### src/rtl/hazard_pkg.sv
// Shared types and constants for the hazard controller.
package hazard_pkg;

  typedef enum logic [0:0] {
    RUN  = 1'b0,
    HOLD = 1'b1
  } hz_state_t;

  typedef logic [1:0] fwd_sel_t;

  localparam fwd_sel_t FWD_RF = 2'b00;
  localparam fwd_sel_t FWD_W  = 2'b01;
  localparam fwd_sel_t FWD_M  = 2'b10;

  localparam logic [3:0] PC_REG = 4'hF;

endpackage

### src/rtl/hazard_controller_forward_select.sv
// Operand bypass select for one execute source register.
module forward_select
  import hazard_pkg::*;
(
  input  logic [3:0] ra_e,
  input  logic [3:0] wa3_m,
  input  logic       reg_write_m,
  input  logic [3:0] wa3_w,
  input  logic       reg_write_w,
  output fwd_sel_t   sel
);

  logic not_pc;

  assign not_pc = (ra_e != PC_REG);

  // The younger result in M shadows the one in W.
  always_comb begin
    sel = FWD_RF;
    if (reg_write_m && (wa3_m == ra_e) && not_pc) begin
      sel = FWD_M;
    end else if (reg_write_w && (wa3_w == ra_e) && not_pc) begin
      sel = FWD_W;
    end
  end

endmodule

### src/rtl/hazard_controller.sv
// Stall, flush and forwarding control around decode and the D/E register.
module hazard_controller
  import hazard_pkg::*;
#(
  parameter int STUCK_CYCLES = 4,
  parameter int CNT_W        = 16
) (
  input  logic             clk,
  input  logic             rst,
  input  logic [3:0]       RA1H,
  input  logic [3:0]       RA2H,
  input  logic [3:0]       RA1E,
  input  logic [3:0]       RA2E,
  input  logic [3:0]       WA3E,
  input  logic             RegWriteE,
  input  logic             MemtoRegE,
  input  logic [3:0]       WA3M,
  input  logic             RegWriteM,
  input  logic [3:0]       WA3W,
  input  logic             RegWriteW,
  input  logic             PCSrcD,
  input  logic             BranchTakenE,
  input  logic             Stuck,
  output logic             StallF,
  output logic             StallD,
  output logic             FlushD,
  output logic             FlushE,
  output logic [1:0]       ForwardAE,
  output logic [1:0]       ForwardBE,
  output logic [CNT_W-1:0] StallCount
);

  localparam int CW = (STUCK_CYCLES > 2) ? $clog2(STUCK_CYCLES) : 1;
  localparam logic [CW-1:0] CNT_LOAD = CW'(STUCK_CYCLES - 2);

  hz_state_t        state_q, state_d;
  logic [CW-1:0]    cnt_q, cnt_d;
  logic             pend_e_q, pend_e_d;
  logic             pend_m_q, pend_m_d;
  logic             pend_w_q, pend_w_d;
  logic [CNT_W-1:0] scnt_q, scnt_d;

  logic     ldstall;
  logic     pending;
  logic     enter;
  logic     busy;
  logic     stall_f;
  logic     stall_d;
  logic     flush_d;
  logic     flush_e;
  fwd_sel_t fwd_a;
  fwd_sel_t fwd_b;

  forward_select u_fwd_a (
    .ra_e        (RA1E),
    .wa3_m       (WA3M),
    .reg_write_m (RegWriteM),
    .wa3_w       (WA3W),
    .reg_write_w (RegWriteW),
    .sel         (fwd_a)
  );

  forward_select u_fwd_b (
    .ra_e        (RA2E),
    .wa3_m       (WA3M),
    .reg_write_m (RegWriteM),
    .wa3_w       (WA3W),
    .reg_write_w (RegWriteW),
    .sel         (fwd_b)
  );

  always_comb begin
    ldstall = MemtoRegE & RegWriteE
            & ((RA1H == WA3E) | (RA2H == WA3E))
            & (state_q == RUN);
    pending = PCSrcD | pend_e_q | pend_m_q;
    enter   = (state_q == RUN) & Stuck & ~ldstall
            & ~BranchTakenE & ~pending;
    busy    = enter | ((state_q == HOLD) & (cnt_q != '0));
    stall_f = ldstall | pending | busy;
    stall_d = ldstall | busy;
    flush_d = pending | pend_w_q | BranchTakenE;
    flush_e = ldstall | BranchTakenE | busy;
  end

  always_comb begin
    state_d = state_q;
    cnt_d   = cnt_q;
    unique case (state_q)
      RUN: begin
        if (enter) begin
          state_d = HOLD;
          cnt_d   = CNT_LOAD;
        end
      end
      HOLD: begin
        // A taken branch squashes the held instruction outright.
        if (BranchTakenE) begin
          state_d = RUN;
          cnt_d   = '0;
        end else if (cnt_q == '0) begin
          state_d = RUN;
        end else begin
          cnt_d = cnt_q - 1'b1;
        end
      end
      default: begin
        state_d = RUN;
        cnt_d   = '0;
      end
    endcase
  end

  always_comb begin
    pend_e_d = PCSrcD & ~flush_e;
    pend_m_d = pend_e_q & ~BranchTakenE;
    pend_w_d = pend_m_q;
    scnt_d   = scnt_q;
    if (stall_d && (scnt_q != '1)) begin
      scnt_d = scnt_q + 1'b1;
    end
  end

  always_ff @(posedge clk) begin
    if (rst) begin
      state_q  <= RUN;
      cnt_q    <= '0;
      pend_e_q <= 1'b0;
      pend_m_q <= 1'b0;
      pend_w_q <= 1'b0;
      scnt_q   <= '0;
    end else begin
      state_q  <= state_d;
      cnt_q    <= cnt_d;
      pend_e_q <= pend_e_d;
      pend_m_q <= pend_m_d;
      pend_w_q <= pend_w_d;
      scnt_q   <= scnt_d;
    end
  end

  // Controls are forced quiet while reset is held.
  always_comb begin
    StallF    = stall_f & ~rst;
    StallD    = stall_d & ~rst;
    FlushD    = flush_d & ~rst;
    FlushE    = flush_e & ~rst;
    ForwardAE = rst ? FWD_RF : fwd_a;
    ForwardBE = rst ? FWD_RF : fwd_b;
  end

  assign StallCount = scnt_q;

endmodule

### config.mk
export PLATFORM = sky130hd
export DESIGN_NAME = hazard_controller
export DESIGN_NICKNAME = d
export VERILOG_FILES = /design/src/rtl/hazard_pkg.sv /design/src/rtl/hazard_controller_forward_select.sv /design/src/rtl/hazard_controller.sv
export SDC_FILE = /design/constraint.sdc
export NUM_CORES = 1
export LEC_CHECK = 0
export ABC_AREA = 0
export ABC_CLOCK_PERIOD_IN_PS = 2100
export CORE_MARGIN = 4
export CORE_UTILIZATION = 42
export CTS_CLUSTER_SIZE = 10
export DETAILED_ROUTE_END_ITERATION = 8
export PLACE_DENSITY = 0.86
export SYNTH_ARGS = -nofsm -noshare
export SYNTH_HDL_FRONTEND = slang
export SYNTH_SLANG_ARGS = --single-unit
export TNS_END_PERCENT = 1
### constraint.sdc
create_clock -name clk -period 2.1 [get_ports clk]
set_input_delay 0.315 -clock clk [delete_from_list [all_inputs] [get_ports clk]]
set_output_delay 0.315 -clock clk [all_outputs]
set_load 0.05 [all_outputs]
==> results of run 1 <==
## power by group
part,switching [µW],internal (µW)
clock,130,106
combinational,134,151
sequential,4.06,422
## critical path: stages
cell and delay [ns]:
clkdlybuf4s50_1 0.47, xnor2_1 0.11, nand4_1 0.16, a21o_1 0.20, and2_4 0.17, a21oi_4 0.16
buf_12 0.15
## placed cells by master, fill, tap and decap left out, types with 3 or more instances in the layout
cell type	netlist	final
nand2_1	7	7
a21oi_2	0	3
buf_12	0	7
xor2_1	9	9
clkbuf_4	0	3
dfxtp_1	22	19
a21oi_1	15	10
or4_4	0	3
nand3_1	11	10
or3_1	6	6
mux2_2	4	4
dlymetal6s2s_1	0	8
o21ai_0	9	9
buf_4	0	22
nor2_1	16	15
nand4_1	8	8
xnor2_1	13	13
nor2b_1	7	6
clkdlybuf4s50_1	0	39
dlygate4sd2_1	0	5
o31ai_1	4	4
inv_1	7	7
## path summary, 6_finish.rpt
kind / from / end
worst max-delay path: RA1H[2] / StallF
worst min-delay path: cnt_q[1]$_SDFFE_PP0P_ / cnt_q[1]$_SDFFE_PP0P_
worst max register to register: StallCount[1]$_SDFFE_PP0P_ / StallCount[12]$_SDFFE_PP0P_
worst min register to register: cnt_q[1]$_SDFFE_PP0P_ / cnt_q[1]$_SDFFE_PP0P_
## logic make-up (layout without fill, tap and decap cells)
kind of cell,after synthesis,in the layout
buf+inv,11,93
flops,22,22
xor+xnor,22,22
simple gates,77,77
mux,5,5
compound gates,35,35
fa+ha+maj,2,2
## metal layers
layer / track usage, % / up-vias / part of all wire (%)
li1: - / 797 / -
met1: 23.74 / 758 / 41
met2: 34.67 / 50 / 51
met3: 4.274 / 6 / 6.1
met4: 3.886 / 0 / 1.0
met5: 0 / - / 0
## through the flow
stage,area [µm²],instances,util (%),hold WS [ns],TNS [ns]
finish,2481,300,79.32,0.4901,0
global route,2481,300,79.32,0.5050,-0.06393
CTS,2356,299,75.32,0.4925,-0.001894
detailed placement,2261,292,72.28,0.4728,-4.105
global placement,2261,292,72.28,0.4594,-2.735
floorplan,1406,174,-,0.4510,-0.09078
## area by class of cell
class	count	share of cell area (%)
clock buffer	4	1.462
timing repair buffer	82	34.85
inverter	7	1.059
tap	44	2.219
multi-input combinational	141	42.41
sequential	22	18.00
## flip-flops by register name, indices dropped and copies added, names as in the netlist
signal      cells
StallCount     16
cnt_q           2
pend_e_q        1
pend_m_q        1
pend_w_q        1
state_q         1
## timing repair
| item | 4_1_cts | 5_1_grt |
|---|---|---|
| buffers inserted | 3 | 1 |
| gates resized for setup | 16 | 28 |
| endpoints found under the setup margin | 7 | 18 |
| pin swaps | 6 | 14 |
==> results.cfg, run 1 <==
[synthesis]
syn_nets = 213
ys_warn_count = 0
synthSimpleGateAreaFrac_pct = 30.80
yosys_most_used_dff = dfxtp_1
synthMuxAreaShare_pct = 3.939
synth_top_area_share_pct = 31.51
synth_edf_count = 0
yosysUniqueCellTypes = 37
synthXorXnorAreaFrac_pct = 13.79
synth_most_common_cell = dfxtp_1
synthAdderAreaFrac_pct = 1.791
synth_top_family_by_area = simple AND/OR/NAND/NOR gates
yosysTopAreaCell = dfxtp_1
yosys-top-cells-count = dfxtp_1, nor2_1, a21oi_1
ys_async_sr_fraction_pct = 0
synthTopCellsByArea = dfxtp_1, xnor2_1, xor2_1
syn_area_per_cell_um2 = 8.032
synth_compound_area_share_pct = 15.13
synthesis.instances = 174
synth-seq-cells = 22
netlist_area_um2 = 1398
yosysSeqAreaShare_pct = 31.51

[final_layout]
drive_gt1_share_pct = 25.78
final_nets = 296
area_growth_pct = 77.53
multiInputGateArea_um2 = 1052
fill_cells = 231
antennaDiodeCount = 0
seqCellArea_um2 = 446.7

[clock_network]
cts_tree = built
clk_pin_slew_ns = 0.12
postCtsHoldBufs = 0
htreeDepth = 1
cts.sinks = 22
cts_buffers = 3
clock_latency_ns = 0.31
cts_buffer_depth = 2
cts_root_buffer = clkbuf_4

[sta]
slew_violations = 0
fin_crit_sh_pct = 97.70
hold_violations = 0
worst_slack_ns = 0.04828
clock.fmax_mhz = 487.4
post-route-min-period_ns = 2.052
final.setup_skew_ns = 0.004034
rsz0062_at_grt = yes
finalSetupViolCount = 0
relSlewSlack_pct = 65.79
worst-slew-pin-transition_ns = 0.5116

[hold_path]
holdPathStages = 2
hold_path_class = flop to flop

[critical_path]
reg2reg_slack_ns = 0.12
crit_path_start_kind = primary input
rr_worst_depth = 7
crit_arrival_ns = 1.74
end_kind = primary output
cp.required_ns = 1.78
critPathMaxFanout = 4
critPathKind = primary input to primary output

[status]
status = completed

[placement]
dp_hpwl_mm = 3.180
io_buffers = 60
gp_congestion = 0.8468
place_ws_ns = -0.3336

[route]
vias = 1611
routed_wirelength_mm = 4.381
drc = 0
via_per_inst = 5.370
drt-pass1-iter-count = 4
avgRoutedWirePerCell_um = 14.60
initialDrtViolationCount = 83
final_antenna_net_count = 0

[power]
p_leak_uw = 0.0009574
ir_drop_uv = 258.6
powerDensity_nw_per_um2 = 382.0
total_power_uw = 947.7

[die]
initial_core_util_pct = 44.68
core_um2 = 3128
rows = 20
fp.dieH_um = 65.69
die_width_um = 65.69
ios = 61
dieArea_um2 = 4315

[job]
maxCapViolCount = 0

[global_route]
antenna_found_initial = 0
grt_pass1_vias = 1578
overflow = 0
grt_pass1_wl_mm = 6.748
grt_max_degree = 31
grt.total_usage_pct = 19.43
Note: power is estimated with default switching activity, not from simulation.
==> run 2: changes to the inputs <==
--- a/config.mk
+++ b/config.mk
@@ -7,6 +7,7 @@
 export LEC_CHECK = 0
 export ABC_AREA = 0
 export ABC_CLOCK_PERIOD_IN_PS = 2100
+export CAP_MARGIN = 10
 export CORE_MARGIN = 4
 export CORE_UTILIZATION = 42
 export CTS_CLUSTER_SIZE = 10
==> results of run 2 <==
The final DEF is identical to that of run 1; final timing and power are the same.
==> run 3: changes to the inputs <==
--- a/config.mk
+++ b/config.mk
@@ -13,6 +13,7 @@
 export CTS_CLUSTER_SIZE = 10
 export DETAILED_ROUTE_END_ITERATION = 8
 export PLACE_DENSITY = 0.86
+export SLEW_MARGIN = 10
 export SYNTH_ARGS = -nofsm -noshare
 export SYNTH_HDL_FRONTEND = slang
 export SYNTH_SLANG_ARGS = --single-unit
==> results of run 3 <==
The final DEF is identical to that of run 1; final timing and power are the same.
